## src/rtl/fix_convert.sv

```systemverilog
// fix_convert: two-stage round-half-up requantiser with a valid/ready handshake.
// Define FIX_CONVERT_SAT_EN to saturate on overflow; otherwise the result wraps.
module fix_convert #(
    parameter int N_BITS_IN  = 10,
    parameter int BIN_PT_IN  = 8,
    parameter int N_BITS_OUT = 8,
    parameter int BIN_PT_OUT = 6
) (
    input  logic                  clk,
    input  logic                  rst,
    input  logic [N_BITS_IN-1:0]  in_data,
    input  logic                  in_valid,
    output logic                  in_ready,
    output logic [N_BITS_OUT-1:0] out_data,
    output logic                  out_valid,
    input  logic                  out_ready,
    output logic                  out_ovf,
    output logic                  ovf_sticky,
    input  logic                  clr_ovf
);
    localparam int D  = BIN_PT_IN - BIN_PT_OUT;
    localparam int W1 = N_BITS_IN + 1;
    localparam int RW = W1 - D;

    if (BIN_PT_OUT > BIN_PT_IN) begin : g_bad_param
        $error("fix_convert: BIN_PT_OUT must not exceed BIN_PT_IN");
    end

    logic                  en;
    logic                  s1_valid;
    logic [W1-1:0]         ext;
    logic [RW-1:0]         r_next;
    logic [RW-1:0]         s1_r;
    logic [N_BITS_OUT-1:0] nxt;
    logic                  nxt_ovf;

    assign en       = !out_valid || out_ready;
    assign in_ready = en;
    assign ext      = {in_data[N_BITS_IN-1], in_data};

    // The extra sign bit absorbs the +half carry, so the shift can never overflow.
    if (D > 0) begin : g_rnd
        logic [W1-1:0] sum;
        assign sum    = ext + W1'(1 << (D - 1));
        assign r_next = sum[W1-1:D];
    end else begin : g_pass
        assign r_next = ext;
    end

    // R fits iff every bit above the output sign bit equals that sign bit.
    if (RW > N_BITS_OUT) begin : g_narrow
        logic [RW-N_BITS_OUT:0] hi;
        assign hi      = s1_r[RW-1:N_BITS_OUT-1];
        assign nxt_ovf = !(&hi || !(|hi));
`ifdef FIX_CONVERT_SAT_EN
        assign nxt = nxt_ovf ? {s1_r[RW-1], {(N_BITS_OUT-1){!s1_r[RW-1]}}}
                             : s1_r[N_BITS_OUT-1:0];
`else
        assign nxt = s1_r[N_BITS_OUT-1:0];
`endif
    end else begin : g_wide
        assign nxt     = N_BITS_OUT'($signed(s1_r));
        assign nxt_ovf = 1'b0;
    end

    always_ff @(posedge clk) begin
        if (rst) begin
            s1_valid   <= 1'b0;
            out_valid  <= 1'b0;
            out_data   <= '0;
            out_ovf    <= 1'b0;
            ovf_sticky <= 1'b0;
        end else begin
            if (en) begin
                s1_valid  <= in_valid;
                s1_r      <= r_next;
                out_valid <= s1_valid;
                out_data  <= nxt;
                out_ovf   <= s1_valid && nxt_ovf;
            end
            ovf_sticky <= (en && s1_valid && nxt_ovf) || (ovf_sticky && !clr_ovf);
        end
    end
endmodule
```

## config.mk

```make
export PLATFORM = sky130hd
export DESIGN_NAME = fix_convert
export DESIGN_NICKNAME = d
export VERILOG_FILES = /design/src/rtl/fix_convert.sv
export SDC_FILE = /design/constraint.sdc
export NUM_CORES = 1
export LEC_CHECK = 0
export ABC_CLOCK_PERIOD_IN_PS = 2200
export BUFFER_PORTS_ARGS = -buffer_cell sky130_fd_sc_hd__buf_2
export CELL_PAD_IN_SITES_DETAIL_PLACEMENT = 1
export CELL_PAD_IN_SITES_GLOBAL_PLACEMENT = 2
export CORE_ASPECT_RATIO = 1.1
export CORE_UTILIZATION = 31
export DETAILED_ROUTE_END_ITERATION = 8
export GPL_ROUTABILITY_DRIVEN = 0
export PLACE_DENSITY_LB_ADDON = 0.1
export SYNTH_ARGS = -nofsm -noshare
export SYNTH_HDL_FRONTEND = slang
export SYNTH_SLANG_ARGS = --single-unit
```

## constraint.sdc

```tcl
create_clock -name clk -period 2.2 [get_ports clk]
set_input_delay 0.66 -clock clk [delete_from_list [all_inputs] [get_ports clk]]
set_output_delay 0.66 -clock clk [all_outputs]
set_load 0.03 [all_outputs]
```

## After elaboration in Yosys (flattened, before gate mapping)

Cells that the tools add are included.

- Bitwise operators: 1
- Reductions and logical operators: 14
- Add/sub/neg operators: 1

Operator list:

| operator | number |
|---|---|
| $add A10 B3 Y11 const B | 1 |
| $logic_and A1 B1 Y1 | 4 |
| $logic_not A1 Y1 | 4 |
| $reduce_and A2 Y1 | 2 |
| $logic_or A1 B1 Y1 | 3 |
| $reduce_or A2 Y1 | 1 |
| $not A1 Y1 | 1 |

- Register bits: 21
- Input bits: 15
- Logic and storage cells: 22
- Output and inout port bits: 12

## Logic depth before layout (Yosys ltp)

Gate-level depths: netlist of the first run.

- Depth in word-level cells: 6
- Gate-level depth with buffers: 5
- Mapped depth without buffers: 4

## Worst setup path before layout of the first run

No wires, ideal clock.

- Path kind: input to output
- Start: in out_ready
- End: out in_ready
- Arrival time: 1035 ps
- Slack: 505 ps
- Buffers on the path: 1
- Cell stages on the path: 3
- Path through: nor2b_2 > inv_1 > buf_4

- Cells in the longest elaborated chain, start to end: 1

Ends and longest elaborated chain:

| element | line | text |
|---|---|---|
| start, declared | 16 | `input logic out_ready,` |
| $logic_or A1 B1 Y1 | 37 | `assign en = !out_valid \|\| out_ready;` |
| end, declared | 13 | `output logic in_ready,` |

No other way between the ends.

## Worst setup path after layout of the first run

Ends and elaborated chain as after synthesis.

==> impl_results.md, run 1 <==
* Type of the worst setup path: in -> out
* Post-DRT Antenna Nets at 0
* Most numerous cell on the critical path: buf_2
* Clk sinks at 21
* Cells after DPL at 136
* Setup slack, reg-to-reg at 0.81 ns
* Core box area at 2540 µm²
* First-pass GRT wire length at 2700 µm
* Final setup violation count at 0
* Top post-synthesis cells by area: edfxtp_1 32%, dfxtp_1 29%, nand2_1 8.9%
* Post-synth EDFFs at 9
* Clock Path Buffers at 2
* Yosys top cell area share at 32.1%
* Initial Util at 33.1%
* Post-route DRC at 0
* Final setup TNS at 0 ns
* Origin of the worst min-delay path: out_data[6]
* Outcome: complete, no violations
* Post-CTS setup buffers at 0
* Pleak at 0.000434 µW
* TritonCTS buffer count at 3
* Post-synth cell types at 20
* Sequential area share after synthesis at 60.6%
* Largest net degree at the start of global routing at 14
* Synth top cells by count: 20 x nand2_1, 12 x dfxtp_1, 11 x a21oi_1
* Syn nets at 97
* Asr flop ratio synth at 0%
* Max incr delay on CP at 0.24 ns
* Worst Hold End: out_data[6]
* Largest family of logic cells by synthesized area: simple AND/OR/NAND/NOR gates
* Worst setup SP type: input port
* CP bufs+invs at 3
* Setup Skew at 0.00350 ns
* Fin nets at 126
* CP max stage cell: nor2b_2
* Crit-path cells: buf_2 > nor2b_2 > inv_1 > buf_2
* Yosys top cell by area: edfxtp_1
* WP data required at 1.54 ns
* Count leader, synth: nand2_1
* Peak VDD IR at 0.000291 V
* Reg2reg end: s1_r[5]
* Die area at 2930 µm²
* Peak Freq at 515 MHz
* Initial antenna violation count at 0
* Synth Register Bits at 21
* Non-filler cells in the finished layout at 140
* GRT Total Usage at 12.3%
* Power per Cell Area at 708 nW/µm²
* Number of global-route vias before repair at 661
* Fillers at 323
* Final count of hold timing violations at 0
* Synth Area in Adders at 1.49%
* Placed inst area at 1000 µm²
* Final instance area at 1030 µm²
* Top FF cell, synth: dfxtp_1
* Post-Synth Simple-Gate Area at 19.8%
* Mapped Area at 842 µm²
* Worst Path Max Fanout at 7
* Vias/cell at 4.69
* Drt first pass iters at 3
* Hold WS at 0.456 ns
* Layout cell share with drive strength beyond 1 at 30.3%
* Chip Height at 56.7 µm
* # IOs at 27
* CTS HTree Levels at 1
* Critical Path End Type: primary output
* Syn Area/Cell at 10.4 µm²
* Worst EP arrival at 1.28 ns
* Min-Delay Path Depth at 2
* DR vias at 656
* Crit Reg-Reg Startpoint: out_valid
* Mapped Cells at 81
* Post-synthesis mux area share at 0%
* CTS root buf: clkbuf_4
* Unrepaired setup endpoints after global routing: false
* Antenna diodes at 0
* Worst-case reg-to-reg path depth at 2
* Dpl hpwl at 1180 µm
* Count of port buffers added during placement at 25
* Period utilisation layout at 88.3%
* Compound-Gate Fraction of Synth Area at 7.43%
* WL/cell at 10.8 µm
* CTS tree: yes
* Relative slew slack at 55.0%
* DRT Wirelength at 1510 µm
* Post-synthesis xor/xnor area fraction at 8.32%
* Worst slew pin tran at 0.672 ns
* Initial drt markers at 3
* Worst min-delay path class: reg -> reg
* Post_cts resized at 0
* Max capacitance violation total at 0
* Fin crit period at 1.94 ns
* Layout area overhead at 22.4%
* Reg clk slew, reported paths at 0.11 ns
* Final slew viol count at 0
* Die width at 51.7 µm
* Grt ovf at 0
* Syn. warnings at 0
* Clk_lat worst skew at 0.29 ns
* Cell family with most CP delay: buffers and inverters
* Hold_buf cts at 0
* Site Rows at 19
[metal layers]
metal / share of wire [%] / global-route usage (%) / up-vias
met5: 0 / 0 / -
met1: 44 / 14.1 / 309
li1: - / - / 327
met2: 50 / 21.2 / 18
met4: 1.1 / 5.79 / 0
met3: 4.6 / 2.44 / 2
[cell usage in the layout (no fill, tap or decap), types with 2 or more instances in the layout]
| cell | n |
|---|---|
| buf_2 | 25 |
| nand2_1 | 20 |
| dfxtp_1 | 12 |
| a21oi_1 | 11 |
| edfxtp_1 | 9 |
| nand3_1 | 5 |
| xnor2_1 | 5 |
| nor2_1 | 4 |
| xor2_1 | 3 |
| clkbuf_4 | 3 |
| buf_4 | 2 |
[state kept, by name, indices dropped and copies added, names as in the netlist]
| register | count |
|---|---|
| s1_r | 9 |
| out_data | 8 |
| out_ovf | 1 |
| out_valid | 1 |
| ovf_sticky | 1 |
| s1_valid | 1 |
[how the worst max path moves through the flow]
stage / from / slack [ns] / end / cells past startpoint
6_report: out_ready / 0.26 / in_ready / 4
5_1_grt: out_ready / 0.18 / in_ready / 4
4_1_cts: out_ready / 0.24 / in_ready / 4
3_5_place_dp: out_ready / 0.25 / in_ready / 4
3_3_place_gp: out_ready / 0.26 / in_ready / 4
2_1_floorplan: out_ready / 0.51 / in_ready / 3
[worst min-delay path, stage by stage, from the launching register on]
cell and delay [ns]:
dfxtp_1 0.32, nand2_1 0.05, a21oi_1 0.05
[per-stage QoR]
| step | utilization [%] | setup slack, ns | power, µW |
|---|---|---|---|
| after global placement | 39.5 | 0.258 | 558 |
| after floorplan | - | 0.505 | 518 |
| final | 40.5 | 0.257 | 730 |
| after global routing | 40.5 | 0.184 | 765 |
| after CTS | 40.5 | 0.241 | 744 |
| after detailed placement | 39.5 | 0.246 | 560 |
[layout make-up]
type	count	area (µm²)	share of cell area, %
well taps	31	38.8	3.76
inverters	1	3.75	0.364
repair buffers	27	140	13.6
clock buffers	4	26.3	2.55
flip-flops and latches	21	510	49.5
multi-input cells	56	312	30.2
[report_power, final]
group          leakage [µW]  switching, µW  internal, µW
Sequential         0.000187           9.55           435
Clock             0.0000150            111          70.5
Combinational      0.000232           66.3          37.7
[logic make-up (layout without fill, tap and decap cells)]
group / count (synthesis) / in the layout
and+or+nand+nor: 35 / 35
DFF: 21 / 21
AOI/OAI and AO/OA: 12 / 12
xor gates and xnor gates: 8 / 8
buffers and inverters: 4 / 32
adders and majority gates: 1 / 1
(Power assumes the default switching activity.)
==> run 2: changes to the inputs <==
Settings changed: ABC_AREA set to 1, CORE_UTILIZATION 31 to 30.
==> run 2 against run 1 <==
Compared with the run above: clock power fell by 6%; synthesized area rose by 6.4%; sequential share of layout area fell by 2.1 points; combinational power rose by 4%; final area rose by 4.4%; critical endpoint unchanged; final cell count rose by 14%; largest power group unchanged; clock skew barely moved; fmax rose by 3.6%; core utilization fell by 2.1 points; critical path depth did not move; largest cell class unchanged.
==> impl_results.md, run 2 <==
* Power Internal at 542 µW (was 543 µW)
* Synth Register Bits at 21 (unchanged)
* Layout cell share with drive strength beyond 1 at 28.6% (was 30.3%)
* Worst slew pin tran at 0.252 ns (was 0.672 ns)
* Most frequent cells in the layout: 35 x nand2_1, 25 x buf_2, 14 x a21oi_1 (was 25 x buf_2, 20 x nand2_1, 12 x dfxtp_1)
* Cell family with most CP delay: buffers and inverters (unchanged)
* Post-synth cell types at 17 (was 20)
* Mapped Area at 896 µm² (was 842 µm²)
* Clk sinks at 21 (unchanged)
* Initial antenna violation count at 0 (unchanged)
* Fin crit period at 1.88 ns (was 1.94 ns)
* Antenna diodes at 0 (unchanged)
* Reg power frac at 61.4% (was 60.9%)
* Peak VDD IR at 0.000241 V (was 0.000291 V)
* Yosys top cell area share at 30.2% (was 32.1%)
* Sequential area share after synthesis at 57.0% (was 60.6%)
* Worst setup SP type: input port (unchanged)
* Critical Path End Type: primary output (unchanged)
* Yosys top cell by area: edfxtp_1 (unchanged)
* WP data required at 1.54 ns (about the same)
* Count leader, synth: nand2_1 (unchanged)
* Drt first pass iters at 3 (unchanged)
* Count of port buffers added during placement at 25 (unchanged)
* Commonest non-fill, non-tap cell in the layout: nand2_1 (was buf_2)
* CTS HTree Levels at 1 (unchanged)
* Most numerous cell on the critical path: buf_2 (unchanged)
* Switching share of power at 25.2% (was 25.6%)
* Post-synth EDFFs at 9 (unchanged)
* Worst EP arrival at 1.22 ns (was 1.28 ns)
* Number of global-route vias before repair at 658 (was 661)
* Reg clk slew, reported paths at 0.10 ns (was 0.11 ns)
* Combinational power share at 15.0% (was 14.3%)
* Crit-path cells: buf_2 > inv_2 > nand2_2 > buf_2 (was buf_2 > nor2b_2 > inv_1 > buf_2)
* # IOs at 27 (unchanged)
* Relative slew slack at 83.2% (was 55.0%)
* Setup Skew at 0.00324 ns (was 0.00350 ns)
* Vias/cell at 4.36 (was 4.69)
* Top post-synthesis cells by area: edfxtp_1 30%, dfxtp_1 27%, nand2_1 15% (was edfxtp_1 32%, dfxtp_1 29%, nand2_1 8.9%)
* Unrepaired setup endpoints after global routing: false (unchanged)
* Grt ovf at 0 (unchanged)
* Most flops, register: s1_r (unchanged)
* Final instance area at 1080 µm² (was 1030 µm²)
* CP max stage cell: buf_2 (was nor2b_2)
* Dpl hpwl at 1240 µm (was 1180 µm)
* Syn. warnings at 0 (unchanged)
* CTS tree: yes (unchanged)
* Area occupied by multi-input gates at 328 µm² (was 312 µm²)
* Type of the worst setup path: in -> out (unchanged)
* Final slew viol count at 0 (unchanged)
* Post-DRT Antenna Nets at 0 (unchanged)
* Top FF cell, synth: dfxtp_1 (unchanged)
* Initial drt markers at 6 (was 3)
* Outcome: complete, no violations (unchanged)
* Fillers at 356 (was 323)
* Hold_buf cts at 0 (unchanged)
* Power per Cell Area at 673 nW/µm² (was 708 nW/µm²)
* Peak Freq at 533 MHz (was 515 MHz)
* Synth top cells by count: 35 x nand2_1, 14 x a21oi_1, 12 x dfxtp_1 (was 20 x nand2_1, 12 x dfxtp_1, 11 x a21oi_1)
* GRT Total Usage at 11.5% (was 12.3%)
* Largest registers: s1_r (9), out_data (8) (unchanged)
* TritonCTS buffer count at 3 (unchanged)
* Layout area overhead at 20.1% (was 22.4%)
* Max capacitance violation total at 0 (unchanged)
* Largest net degree at the start of global routing at 14 (unchanged)
* Final count of hold timing violations at 0 (unchanged)
* Clk pwr share at 23.6% (was 24.8%)
* Final setup violation count at 0 (unchanged)
* Asr flop ratio synth at 0% (unchanged)
* Pleak at 0.000506 µW (was 0.000434 µW)
* Register area at 510 µm² (unchanged)
* DRT Wirelength at 1570 µm (was 1510 µm)
* Mapped Cells at 99 (was 81)
* Period utilisation layout at 85.3% (was 88.3%)
* Max reg flops at 9 (unchanged)
* Core box area at 2800 µm² (was 2540 µm²)
* Syn nets at 115 (was 97)
* Worst min-delay path class: reg -> reg (unchanged)
* Initial Util at 32.0% (was 33.1%)
* Worst Path Max Fanout at 12 (was 7)
* CTS root buf: clkbuf_4 (unchanged)
* Post-CTS setup buffers at 0 (unchanged)
* Clock Path Buffers at 2 (unchanged)
* Clk_lat worst skew at 0.28 ns (was 0.29 ns)
* Die area at 3210 µm² (was 2930 µm²)
* First-pass GRT wire length at 2590 µm (was 2700 µm)
* Syn Area/Cell at 9.05 µm² (was 10.4 µm²)
* Site Rows at 20 (was 19)
* Final setup TNS at 0 ns (unchanged)
* Chip Height at 59.3 µm (was 56.7 µm)
* CP bufs+invs at 3 (unchanged)
* Post-route DRC at 0 (unchanged)
* Sw Pwr at 182 µW (was 187 µW)
* Placed inst area at 1050 µm² (was 1000 µm²)
* WL/cell at 9.89 µm (was 10.8 µm)
* Max incr delay on CP at 0.24 ns (about the same)
* DR vias at 693 (was 656)
* Post_cts resized at 0 (unchanged)
* Fin nets at 143 (was 126)
* Die width at 54.1 µm (was 51.7 µm)
[run 2: cell count changes in the layout (fill, tap and decap cells not counted), moves of 2 or more]
cell,change
nand2_1,+15
inv_1,+7
xnor2_1,-4
a21oi_1,+3
inv_2,+2
nand3_1,-2
nor2_1,-2
nor2_4,+2
[run 2: kinds of logic after synthesis]
group	count (synthesis)	share of synthesized area [%]
buffers and inverters	13	6.42
AND/OR/NAND/NOR	46	23.5
flip-flops	21	57.0
AO/OA/AOI/OAI	14	7.82
XOR/XNOR	4	3.91
adder cells (fa/ha/maj)	1	1.40
[run 2: metal layers]
layer	GRT usage, %	vias up	share of wire (%)
met5	0	-	0
met4	6.59	0	1.6
met3	2.31	2	4.3
met2	19.8	19	49
met1	13.0	303	45
li1	-	369	-
[run 2: final cells by class]
class	count	area share, %
Sequential cell	21	47.4
Inverter	10	3.49
Clock buffer	4	2.44
Multi-Input combinational cell	65	30.5
Timing Repair Buffer	26	12.3
Tap cell	33	3.84
[run 2: final timing paths]
path,from,end,slack [ns],cells after the start
worst min-delay path,out_data[7],out_data[7],0.46,2
worst max register to register,out_valid,s1_r[7],0.93,4
worst min register to register,out_data[7],out_data[7],0.46,2
worst max-delay path,out_ready,in_ready,0.32,4
[run 2: worst reg2reg max path: cells and delay by family, from the launching register on]
kind | cells | cell delay, ns
buffers and inverters | 2 | 0.34
AND/OR/NAND/NOR | 2 | 0.32
flip-flops | 1 | 0.34
[run 2: power groups by stage]
stage / clock network [µW] / registers, µW / logic [µW]
finish: 171 / 445 / 108
global route: 205 / 448 / 121
CTS: 187 / 445 / 111
detailed placement: 0 / 454 / 110
global placement: 0 / 453 / 108
floorplan: 0 / 478 / 45.8
[run 2: through the flow]
step	hold slack (ns)	power (µW)	util, %	setup WS (ns)	instances
final	0.464	724	38.4	0.324	159
after global routing	0.489	775	38.4	0.270	159
after floorplan	0.433	524	-	0.479	99
after global placement	0.444	561	37.5	0.326	155
after detailed placement	0.454	564	37.5	0.311	155
after CTS	0.470	743	38.4	0.310	159
